**src/rtl/rd53_bgp_trim_sar_pkg.sv**
```systemverilog
// Shared types and parameter checks for the RD53 bandgap trim SAR controller.
package rd53_bgp_pkg;

  typedef enum logic [1:0] {
    IDLE,
    SETTLE,
    DECIDE
  } bgp_sar_state_t;

  // True when the parameter set can be built: 1..8 trim bits, at least 3 settle
  // cycles (two go to the synchroniser), and a reset code that fits the trim word.
  function automatic bit params_ok(input int unsigned trim_w,
                                   input int unsigned settle_cyc,
                                   input int unsigned reset_code);
    return (trim_w >= 1) && (trim_w <= 8) && (settle_cyc >= 3) &&
           (reset_code < (32'd1 << trim_w));
  endfunction

endpackage

```
**src/rtl/rd53_bgp_trim_sar_if.sv**
```systemverilog
// Control/status bundle between the configuration side and the trim controller.
interface rd53_bgp_trim_sar_if #(
  parameter int unsigned TRIM_W = 5
);
  logic              start;
  logic              manual_load;
  logic [TRIM_W-1:0] manual_code;
  logic              cmp_hi;
  logic [TRIM_W-1:0] trim;
  logic              busy;
  logic              done;
  logic              locked;
  logic              err;

  modport master (
    output start, manual_load, manual_code, cmp_hi,
    input  trim, busy, done, locked, err
  );

  modport slave (
    input  start, manual_load, manual_code, cmp_hi,
    output trim, busy, done, locked, err
  );
endinterface

```
**src/rtl/rd53_bgp_cmp_sync.sv**
```systemverilog
// Two-flop synchroniser for the asynchronous bandgap comparator output.
module rd53_bgp_cmp_sync (
  input  logic clk,
  input  logic rst,
  input  logic d,
  output logic q
);
  logic meta_q, sync_q;

  // Shift the comparator through two flops; synchronous reset clears both.
  always_ff @(posedge clk) begin
    if (rst) begin
      meta_q <= 1'b0;
      sync_q <= 1'b0;
    end else begin
      meta_q <= d;
      sync_q <= meta_q;
    end
  end

  assign q = sync_q;
endmodule

```
**src/rtl/rd53_bgp_trim_sar.sv**
```systemverilog
// Bandgap trim controller: holds the trim code and runs an MSB-first SAR search
// against the comparator, or loads a configuration word directly.
module rd53_bgp_trim_sar
  import rd53_bgp_pkg::*;
#(
  parameter int unsigned TRIM_W     = 5,
  parameter int unsigned SETTLE_CYC = 16,
  parameter int unsigned RESET_CODE = 0
) (
  input logic               clk,
  input logic               rst,
  rd53_bgp_trim_sar_if.slave bus
);
  localparam int unsigned CW = $clog2(SETTLE_CYC + 1);
  localparam int unsigned KW = (TRIM_W > 1) ? $clog2(TRIM_W) : 1;
  localparam logic [TRIM_W-1:0] MsbCode = TRIM_W'(1) << (TRIM_W - 1);

  if (!params_ok(TRIM_W, SETTLE_CYC, RESET_CODE)) begin : g_param_check
    $fatal(1, "rd53_bgp_trim_sar: illegal TRIM_W/SETTLE_CYC/RESET_CODE");
  end

  bgp_sar_state_t    state_q;
  logic [CW-1:0]     cnt_q;
  logic [KW-1:0]     k_q;
  logic [TRIM_W-1:0] trim_q;
  logic              busy_q, done_q, locked_q, err_q;
  logic              cmp_sync;
  logic              cmp_bit;
  logic [TRIM_W-1:0] code_dec;

  rd53_bgp_cmp_sync u_cmp_sync (
    .clk (clk),
    .rst (rst),
    .d   (bus.cmp_hi),
    .q   (cmp_sync)
  );

  // An undriven comparator resolves to 1, which steps the trim down (lower VREF).
  assign cmp_bit = (cmp_sync === 1'b0) ? 1'b0 : 1'b1;

  // Code after resolving bit k: clear it if VREF is high, then raise the next trial bit.
  always_comb begin
    code_dec = trim_q;
    code_dec[k_q] = trim_q[k_q] & ~cmp_bit;
    if (k_q != '0) code_dec[k_q - KW'(1)] = 1'b1;
  end

  // SAR FSM, settle counter and all registered outputs.
  always_ff @(posedge clk) begin
    if (rst) begin
      state_q  <= IDLE;
      cnt_q    <= '0;
      k_q      <= '0;
      trim_q   <= TRIM_W'(RESET_CODE);
      busy_q   <= 1'b0;
      done_q   <= 1'b0;
      locked_q <= 1'b0;
      err_q    <= 1'b0;
    end else begin
      done_q <= 1'b0;
      if (bus.manual_load) begin
        // Manual load aborts any search silently and wins over START.
        state_q  <= IDLE;
        cnt_q    <= '0;
        trim_q   <= bus.manual_code;
        busy_q   <= 1'b0;
        locked_q <= 1'b0;
        err_q    <= 1'b0;
      end else begin
        unique case (state_q)
          IDLE: begin
            if (bus.start) begin
              state_q  <= SETTLE;
              cnt_q    <= '0;
              k_q      <= KW'(TRIM_W - 1);
              trim_q   <= MsbCode;
              busy_q   <= 1'b1;
              locked_q <= 1'b0;
              err_q    <= 1'b0;
            end
          end
          SETTLE: begin
            if (cnt_q == CW'(SETTLE_CYC - 1)) begin
              cnt_q   <= '0;
              state_q <= DECIDE;
            end else begin
              cnt_q <= cnt_q + CW'(1);
            end
          end
          DECIDE: begin
            trim_q <= code_dec;
            if (k_q != '0) begin
              k_q     <= k_q - KW'(1);
              state_q <= SETTLE;
            end else begin
              state_q  <= IDLE;
              busy_q   <= 1'b0;
              done_q   <= 1'b1;
              locked_q <= 1'b1;
              err_q    <= (code_dec == '0) || (&code_dec);
            end
          end
          default: state_q <= IDLE;
        endcase
      end
    end
  end

  // Flag a comparator that is not driven to a clean level when it is used.
  always_ff @(posedge clk) begin
    if (!rst && state_q == DECIDE) assert (!$isunknown(cmp_sync));
  end

  assign bus.trim   = trim_q;
  assign bus.busy   = busy_q;
  assign bus.done   = done_q;
  assign bus.locked = locked_q;
  assign bus.err    = err_q;
endmodule

```
**src/flat_wrapper.sv**
```systemverilog
// flat-port wrapper written by rule: the top's interface ports become plain ports
module rd53_bgp_trim_sar_flat import rd53_bgp_pkg::*;
#(
  parameter int unsigned TRIM_W     = 5,
  parameter int unsigned SETTLE_CYC = 16,
  parameter int unsigned RESET_CODE = 0
)
  (clk, rst, bus_start, bus_manual_load, bus_manual_code, bus_cmp_hi, bus_trim, bus_busy, bus_done, bus_locked, bus_err);
  rd53_bgp_trim_sar_if #(.TRIM_W(TRIM_W)) bus_i ();
  input logic clk;
  input logic rst;
  input wire logic [$bits(bus_i.start)-1:0] bus_start;
  input wire logic [$bits(bus_i.manual_load)-1:0] bus_manual_load;
  input wire logic [$bits(bus_i.manual_code)-1:0] bus_manual_code;
  input wire logic [$bits(bus_i.cmp_hi)-1:0] bus_cmp_hi;
  output wire logic [$bits(bus_i.trim)-1:0] bus_trim;
  output wire logic [$bits(bus_i.busy)-1:0] bus_busy;
  output wire logic [$bits(bus_i.done)-1:0] bus_done;
  output wire logic [$bits(bus_i.locked)-1:0] bus_locked;
  output wire logic [$bits(bus_i.err)-1:0] bus_err;
  assign bus_i.start = bus_start;
  assign bus_i.manual_load = bus_manual_load;
  assign bus_i.manual_code = bus_manual_code;
  assign bus_i.cmp_hi = bus_cmp_hi;
  assign bus_trim = bus_i.trim;
  assign bus_busy = bus_i.busy;
  assign bus_done = bus_i.done;
  assign bus_locked = bus_i.locked;
  assign bus_err = bus_i.err;
  rd53_bgp_trim_sar #(.TRIM_W(TRIM_W), .SETTLE_CYC(SETTLE_CYC), .RESET_CODE(RESET_CODE)) u_core (.clk(clk), .rst(rst), .bus(bus_i));
endmodule
```
**config.mk**
```make
export PLATFORM = sky130hd
export DESIGN_NAME = rd53_bgp_trim_sar_flat
export DESIGN_NICKNAME = d
export VERILOG_FILES = /design/src/rtl/rd53_bgp_trim_sar_pkg.sv /design/src/rtl/rd53_bgp_trim_sar_if.sv /design/src/rtl/rd53_bgp_cmp_sync.sv /design/src/rtl/rd53_bgp_trim_sar.sv /design/src/flat_wrapper.sv
export SDC_FILE = /design/constraint.sdc
export NUM_CORES = 1
export LEC_CHECK = 0
export ABC_AREA = 1
export BUFFER_PORTS_ARGS = -buffer_cell sky130_fd_sc_hd__buf_2
export CORE_ASPECT_RATIO = 0.6
export CORE_MARGIN = 10
export CORE_UTILIZATION = 44
export CTS_CLUSTER_SIZE = 10
export DETAILED_ROUTE_END_ITERATION = 8
export PLACE_DENSITY = 0.78
export SYNTH_ARGS = -nofsm -noshare
export SYNTH_HDL_FRONTEND = slang
export SYNTH_SLANG_ARGS = --single-unit
```
**constraint.sdc**
```tcl
create_clock -name clk -period 1.7 [get_ports clk]
set_input_delay 0.17 -clock clk [delete_from_list [all_inputs] [get_ports clk]]
set_output_delay 0.17 -clock clk [all_outputs]
set_load 0.01 [all_outputs]
```
==> results of run 1 <==
[final timing paths]
path	slack [ns]	end	start
setup reg to reg	0.07	u_core.bus.err$_SDFFE_PP0P_	u_core.k_q[0]$_SDFFE_PP0P_
hold reg to reg	0.40	u_core.u_cmp_sync.q$_SDFF_PP0_	u_core.u_cmp_sync.meta_q$_SDFF_PP0_
setup / recovery	0.07	u_core.bus.err$_SDFFE_PP0P_	u_core.k_q[0]$_SDFFE_PP0P_
hold / removal	0.11	u_core.u_cmp_sync.meta_q$_SDFF_PP0_	bus_cmp_hi
[metal layers]
metal  wire length, um  track usage (%)  up-vias
met2              1080             14.0       33
met1              1450             15.6      500
met4                16             2.10        0
met5                 0                0        -
li1                  -                -      614
met3               257             5.29        4
[cell usage after synthesis]
cell type | instances | share of area (%)
a211oi_1 | 2 | 1.3
a21oi_1 | 7 | 3.0
a221oi_1 | 1 | 0.76
a22oi_1 | 5 | 3.3
a31oi_1 | 5 | 2.7
clkbuf_1 | 2 | 0.65
clkinv_1 | 1 | 0.33
dfxtp_1 | 21 | 36
ha_1 | 3 | 3.3
inv_1 | 31 | 10
inv_2 | 2 | 0.65
nand2_1 | 42 | 14
nand2_2 | 3 | 1.6
nand3_1 | 8 | 3.5
nand3_2 | 1 | 0.87
nand3b_1 | 3 | 2.0
nand4_1 | 1 | 0.54
nor2_1 | 28 | 9.1
nor3_1 | 2 | 0.87
nor4_1 | 1 | 0.54
o21a_1 | 1 | 0.65
o21ai_0 | 3 | 1.3
o21bai_1 | 1 | 0.65
o311ai_0 | 1 | 0.76
xnor2_1 | 1 | 0.76
xor2_1 | 1 | 0.76
[registers in the layout, summed over array words and instances (netlist names)]
signal,count
u_core.bus.trim,5
u_core.k_q,3
u_core.u_cmp_sync.meta_q,1
u_core.u_cmp_sync.q,1
u_core.state_q,2
u_core.bus.done,1
u_core.bus.busy,1
u_core.bus.locked,1
u_core.cnt_q,5
u_core.bus.err,1
[layout by cell type, fill, tap and decap left out, types with 5 or more instances in the layout]
| cell | instances |
|---|---|
| inv_1 | 30 |
| nor2_1 | 27 |
| nand3_1 | 7 |
| a21oi_1 | 7 |
| dfxtp_1 | 18 |
| a31oi_1 | 5 |
| a22oi_1 | 5 |
| buf_4 | 5 |
| nand2_1 | 42 |
| buf_2 | 18 |
[metrics by stage]
stage	total power [mW]	setup TNS (ns)	hold slack (ns)	utilization, %
3_3_place_gp	0.653	0	0.373	52.1
2_1_floorplan	0.611	0	0.277	-
3_5_place_dp	0.653	0	0.378	52.1
4_1_cts	0.981	0	0.106	54.0
5_1_grt	1.02	-0.116	0.114	55.1
6_report	0.979	0	0.106	55.1
[worst reg2reg max path: stages, from the launching register on]
cell,delay [ns]
dfxtp_2,0.33
inv_2,0.04
ha_1,0.20
xnor2_1,0.12
buf_4,0.15
nand2_2,0.07
nor2_2,0.04
a21oi_1,0.11
nand2_1,0.10
nor2_1,0.09
nand2_1,0.05
nor2_1,0.12
nor2_1,0.06
nor2_1,0.07
[repair_timing]
action                                  in CTS  in global routing
endpoints found under the setup margin       0                  5
buffers inserted                             0                  1
resized for setup                            0                  8
[kinds of logic (layout without fill, tap and decap cells)]
kind of cell / count (synthesis) / in the layout / share of synthesized area [%]
xor+xnor: 2 / 2 / 1.52
flops: 21 / 21 / 36.4
simple gates: 89 / 89 / 32.6
buf+inv: 36 / 61 / 11.7
fa+ha+maj: 3 / 3 / 3.25
compound gates: 26 / 26 / 14.4
[final cells by class]
| type | instances | area, um^2 |
|---|---|---|
| well taps | 32 | 40.0 |
| repair buffers | 23 | 128 |
| clock inverters | 1 | 5.00 |
| multi-input cells | 120 | 616 |
| flip-flops and latches | 21 | 424 |
| inverters | 34 | 128 |
| clock buffers | 3 | 41.3 |
| fillers | 251 | 1120 |
[power by group through the flow]
stage / Sequential [mW] / Combinational [mW] / Clock, mW
4_1_cts: 0.518 / 0.125 / 0.339
5_1_grt: 0.520 / 0.147 / 0.351
3_3_place_gp: 0.530 / 0.124 / 0
2_1_floorplan: 0.530 / 0.0816 / 0
6_report: 0.518 / 0.131 / 0.330
3_5_place_dp: 0.530 / 0.124 / 0
==> qor.yml, run 1 <==
period_share_pct: 95.9
p_switching_mw: 0.261
dp_cells: 229
critPathMaxStageDelay_ns: 0.33
vias: 1151
post_drt_wl_per_cell_um: 12.0
cap_viol_max_count: 0
hold_path.class: "primary input to register"
cts.hold.buffers_added: 0
route.detailed.drc: 0
dr.first_iter.drc_count: 119
clkTransAtPathRegs_ns: 0.08
p_leak_nw: 0.639
setup_viol: 0
grtUsageTotal_pct: 10.9
start_util_pct: 46.1
clock_latency_ns: 0.27
p_comb_share_pct: 13.4
outcome: "finished clean"
place_area_um2: 1310
ys_warn_count: 0
worst-path-buf-inv: 2
internal-power_mw: 0.717
setup_ws_ns: 0.0699
finalNetCount: 216
path_cells: "inv_2 > ha_1 > xnor2_1 > buf_4 > nand2_2 > nor2_2 > a21oi_1 > nand2_1 > nor2_1 > nand2_1 > nor2_1 > nor2_1 > nor2_1"
cts_tree: "built"
ys_ff_latch: 21
slew_viol_final: 0
synth_area_um2: 1150
dp_worst_setup_slack_ns: 0.0801
crit_fanout: 5
worstSetupPathDepth: 13
p_clk_share_pct: 33.7
chipHeight_um: 59.7
synthDistinctLibCells: 26
hpwl_um: 2170
final_area_um2: 1380
grt_pass1_vias: 982
critPathCaptureType: "register"
instances_no_fill: 234
wirelength_um: 2810
rsz0062_at_grt: "yes"
path_common_cell: "nor2_1"
seq_power_share_pct: 52.9
firstDrtPassIters: 4
layout-drive-gt1-share_pct: 20.3
antenna_cells: 0
ant_nets: 0
tightest_slew_ns: 0.321
swShare_pct: 26.7
gp_congestion: 0.922
start_kind: "register"
grt_overflow: 0
cts.sinks: 21
critPathTopFamily: "simple AND/OR/NAND/NOR gates"
critPathKind: "register to register"
grt_pass1_wl_um: 4570
arrival_ns: 1.84
coreArea_um2: 2500
clk_path_buf_depth: 2
fmax_ghz: 0.613
relSlewSlack_pct: 78.5
antenna_found_initial: 0
cts_max_level: 1
cp_slowest_cell: "dfxtp_2"
rows: 14
ios: 19
reg2reg_depth: 13
cp_data_required_time_ns: 1.91
finalHoldViolCount: 0
area_growth_pct: 19.7
ys_seq_area_share_pct: 36.4
postSynthCellCount: 177
worstHoldPathCells: 3
synth.avg_cell_area_um2: 6.52
synth_nets: 190
port_buffers: 18
die_area_um2: 5140
fin_crit_ns: 1.63
finClkSkew_ns: 0.00804
via_per_inst: 4.92
cts_root_buffer: "clkbuf_8"
fp.dieW_um: 86.1
grt_start_max_net_pins: 13
cts_buffers: 3
power.density_nw_per_um2: 708
ir_worst_vdd_mv: 0.278
Power figures use the tool's default switching activity.
==> run 2, diff against run 1 <==
ABC_AREA = default   (was 1)
==> run 2 against run 1 <==
First-iteration DRC count grew 27%. Maximum frequency shrank 1.6%. Worst hold slack gained 0.013 ns. Setup slack lost 0.027 ns. Global-route usage grew 1.6 points. Register-to-register slack lost 0.03 ns. Clock skew shrank 0.0033 ns. Clock power is essentially flat. Sequential share of layout area shrank 0.42 points. Die area shrank 1.2%. Non-clock buffer count grew 4. Count of clock-buffer cells in the layout is the same.
==> qor.yml, run 2 <==
outcome: "finished clean"
ys_warn_count: 0  # unchanged
synth_edf_count: 0  # unchanged
cts_root_buffer: "clkbuf_8"
grt_start_max_net_pins: 13  # unchanged
grt_pass1_wl_um: 5100  # +12%
area_growth_pct: 24.1
synth_nets: 146  # -23%
hpwl_um: 2320  # +6.6%
p_clk_share_pct: 34.0  # +0.3 points
ios: 19  # unchanged
swShare_pct: 25.5  # -1.2 points
coreArea_um2: 2490  # -0.70%
route.detailed.drc: 0  # unchanged
port_buffers: 18  # unchanged
yosysTopAreaCell: "dfxtp_1"
grt_overflow: 0  # unchanged
crit_fanout: 6  # +1
cts.sinks: 21  # unchanged
internal-power_mw: 0.719  # +0.24%
post_drt_wl_per_cell_um: 15.8  # +32%
synth_async_sr_flop_share_pct: 0  # unchanged
die_area_um2: 5080  # -1.2%
arrival_ns: 1.86  # +0.02 ns
clkTransAtPathRegs_ns: 0.08  # about the same
wirelength_um: 2990  # +6.6%
cts_tree: "built"
fp.dieW_um: 85.6  # -0.63%
vias: 1071  # -7.0%
setup_viol: 0  # unchanged
antenna_found_initial: 0  # unchanged
rows: 14  # unchanged
via_per_inst: 5.67  # +15%
cts_buffers: 3  # unchanged
seq_power_share_pct: 53.9  # +1.0 points
yosys-top-cells-area: "dfxtp_1 (37%), nor2_1 (6.0%), a21oi_1 (4.0%)"
synth.avg_cell_area_um2: 8.53  # +31%
ys_ff_latch: 21  # unchanged
finClkSkew_ns: 0.00472  # -0.00332 ns
synth_area_um2: 1130  # -1.6%
postSynthCellCount: 133  # -25%
instances_no_fill: 189  # -19%
ys.flop_type: "dfxtp_1"
p_switching_mw: 0.246  # -5.7%
dr.first_iter.drc_count: 151  # +27%
firstDrtPassIters: 4  # unchanged
fmax_ghz: 0.603  # -1.6%
critPathKind: "register to register"
p_comb_share_pct: 12.1  # -1.3 points
power.density_nw_per_um2: 685  # -3.3%
post-synth-top-count-cell: "dfxtp_1"
p_leak_nw: 0.563  # -12%
relSlewSlack_pct: 73.6  # -4.9 points
period_share_pct: 97.5  # +1.6 points
cts_max_level: 1  # unchanged
start_util_pct: 45.6  # -0.43 points
hold_path.class: "primary input to register"
ir_worst_vdd_mv: 0.303  # +9.0%
chipHeight_um: 59.3  # -0.54%
power_mw: 0.965  # -1.3%
grt_pass1_vias: 1040  # +5.9%
n_fill_cell: 219  # -13%
synth_common_cells: "dfxtp_1 (21), nor2_1 (18), a21oi_1 (9)"
synthDistinctLibCells: 42  # +62%
grtUsageTotal_pct: 12.5  # +1.6 points
antenna_cells: 0  # unchanged
finalHoldViolCount: 0  # unchanged
tightest_slew_ns: 0.397  # +0.0754 ns
fin_crit_ns: 1.66  # +0.0273 ns
start_kind: "register"
layout-drive-gt1-share_pct: 31.2  # +11 points
ys_seq_area_share_pct: 37.0  # +0.60 points
clock_latency_ns: 0.26  # about the same
gp_congestion: 0.923  # about the same
rsz0062_at_grt: "yes"
finalNetCount: 171  # -21%
slew_viol_final: 0  # unchanged
cp_data_required_time_ns: 1.91  # about the same
clk_path_buf_depth: 2  # unchanged
ant_nets: 0  # unchanged
cap_viol_max_count: 0  # unchanged
critPathCaptureType: "register"
dp_cells: 185  # -19%
yosysTopAreaCellShare_pct: 37.0  # +0.60 points
layout_common_cells: "nor2_1 (18), buf_2 (18), dfxtp_1 (18)"
-- run 2: changes by cell type after synthesis, sizes merged, moves of 3 or more --
cell	previous run	this run
mux2i	0	3
o21ai	3	9
o31a	0	4
nand2b	0	4
nand3	9	3
nand2	45	7
a31oi	5	1
nor2b	0	4
a222oi	0	3
buf	0	3
inv	33	3
nor2	28	18
-- run 2: final cells by class --
cell class	instances	area (um^2)	area share, %
clock buffer	3	41.3	2.93
clock inverter	1	5.00	0.355
tap	32	40.0	2.84
multi-input combinational	102	722	51.2
timing repair buffer	27	158	11.2
inverter	3	16.3	1.15
sequential	21	427	30.3
-- run 2: worst max-delay path, stage by stage (launching register included) --
cell	delay [ns]
dfxtp_4	0.38
inv_6	0.04
ha_4	0.15
or3_4	0.36
and2_4	0.18
nor4b_4	0.21
o211a_1	0.16
o31a_1	0.11
-- run 2: worst paths after layout --
check                                      start                             endpoint  slack, ns  cells past startpoint
max                   u_core.k_q[0]$_SDFFE_PP0P_          u_core.bus.err$_SDFFE_PP0P_       0.04                      7
min                                   bus_cmp_hi  u_core.u_cmp_sync.meta_q$_SDFF_PP0_       0.12                      2
max reg2reg           u_core.k_q[0]$_SDFFE_PP0P_          u_core.bus.err$_SDFFE_PP0P_       0.04                      7
min reg2reg  u_core.u_cmp_sync.meta_q$_SDFF_PP0_       u_core.u_cmp_sync.q$_SDFF_PP0_       0.45                      1
-- run 2: through the flow --
stage | util (%) | area [um^2] | setup slack, ns | hold slack, ns | setup TNS, ns
global placement | 53.2 | 1320 | 0.0978 | 0.385 | 0
finish | 56.6 | 1410 | 0.0426 | 0.119 | 0
detailed placement | 53.2 | 1320 | 0.0387 | 0.400 | 0
floorplan | - | 1170 | -0.00520 | 0.298 | -0.00520
CTS | 55.1 | 1370 | 0.00580 | 0.120 | 0
global route | 56.6 | 1410 | -0.0749 | 0.139 | -0.0857
-- run 2: cell families after synthesis --
group,count (synthesis),synth area share (%)
multiplexers,3,2.65
buffers and inverters,10,4.19
adder cells (fa/ha/maj),3,3.31
XOR/XNOR,1,0.772
flip-flops,21,37.0
AO/OA/AOI/OAI,38,23.3
AND/OR/NAND/NOR,57,28.8
-- run 2: metal layers --
layer	up-vias	GRT usage [%]	share of wire [%]
met1	492	15.3	45
met2	42	20.7	47
met4	0	3.50	0.47
met3	2	3.71	7.9
met5	-	0	0
li1	535	-	-
-- run 2: what timing repair did --
| item | CTS | global route |
|---|---|---|
| hold endpoints to repair | 0 | 0 |
| setup endpoints to repair | 0 | 4 |
| gates resized for setup | 0 | 10 |
| hold buffers | 0 | 0 |
| setup buffers | 0 | 0 |
-- run 2: power groups by stage --
| stage | Sequential [mW] | Clock [mW] | Combinational, mW |
|---|---|---|---|
| 2_1_floorplan | 0.529 | 0 | 0.0758 |
| 3_3_place_gp | 0.530 | 0 | 0.106 |
| 3_5_place_dp | 0.531 | 0 | 0.109 |
| 4_1_cts | 0.519 | 0.338 | 0.110 |
| 5_1_grt | 0.523 | 0.350 | 0.128 |
| 6_report | 0.521 | 0.328 | 0.116 |
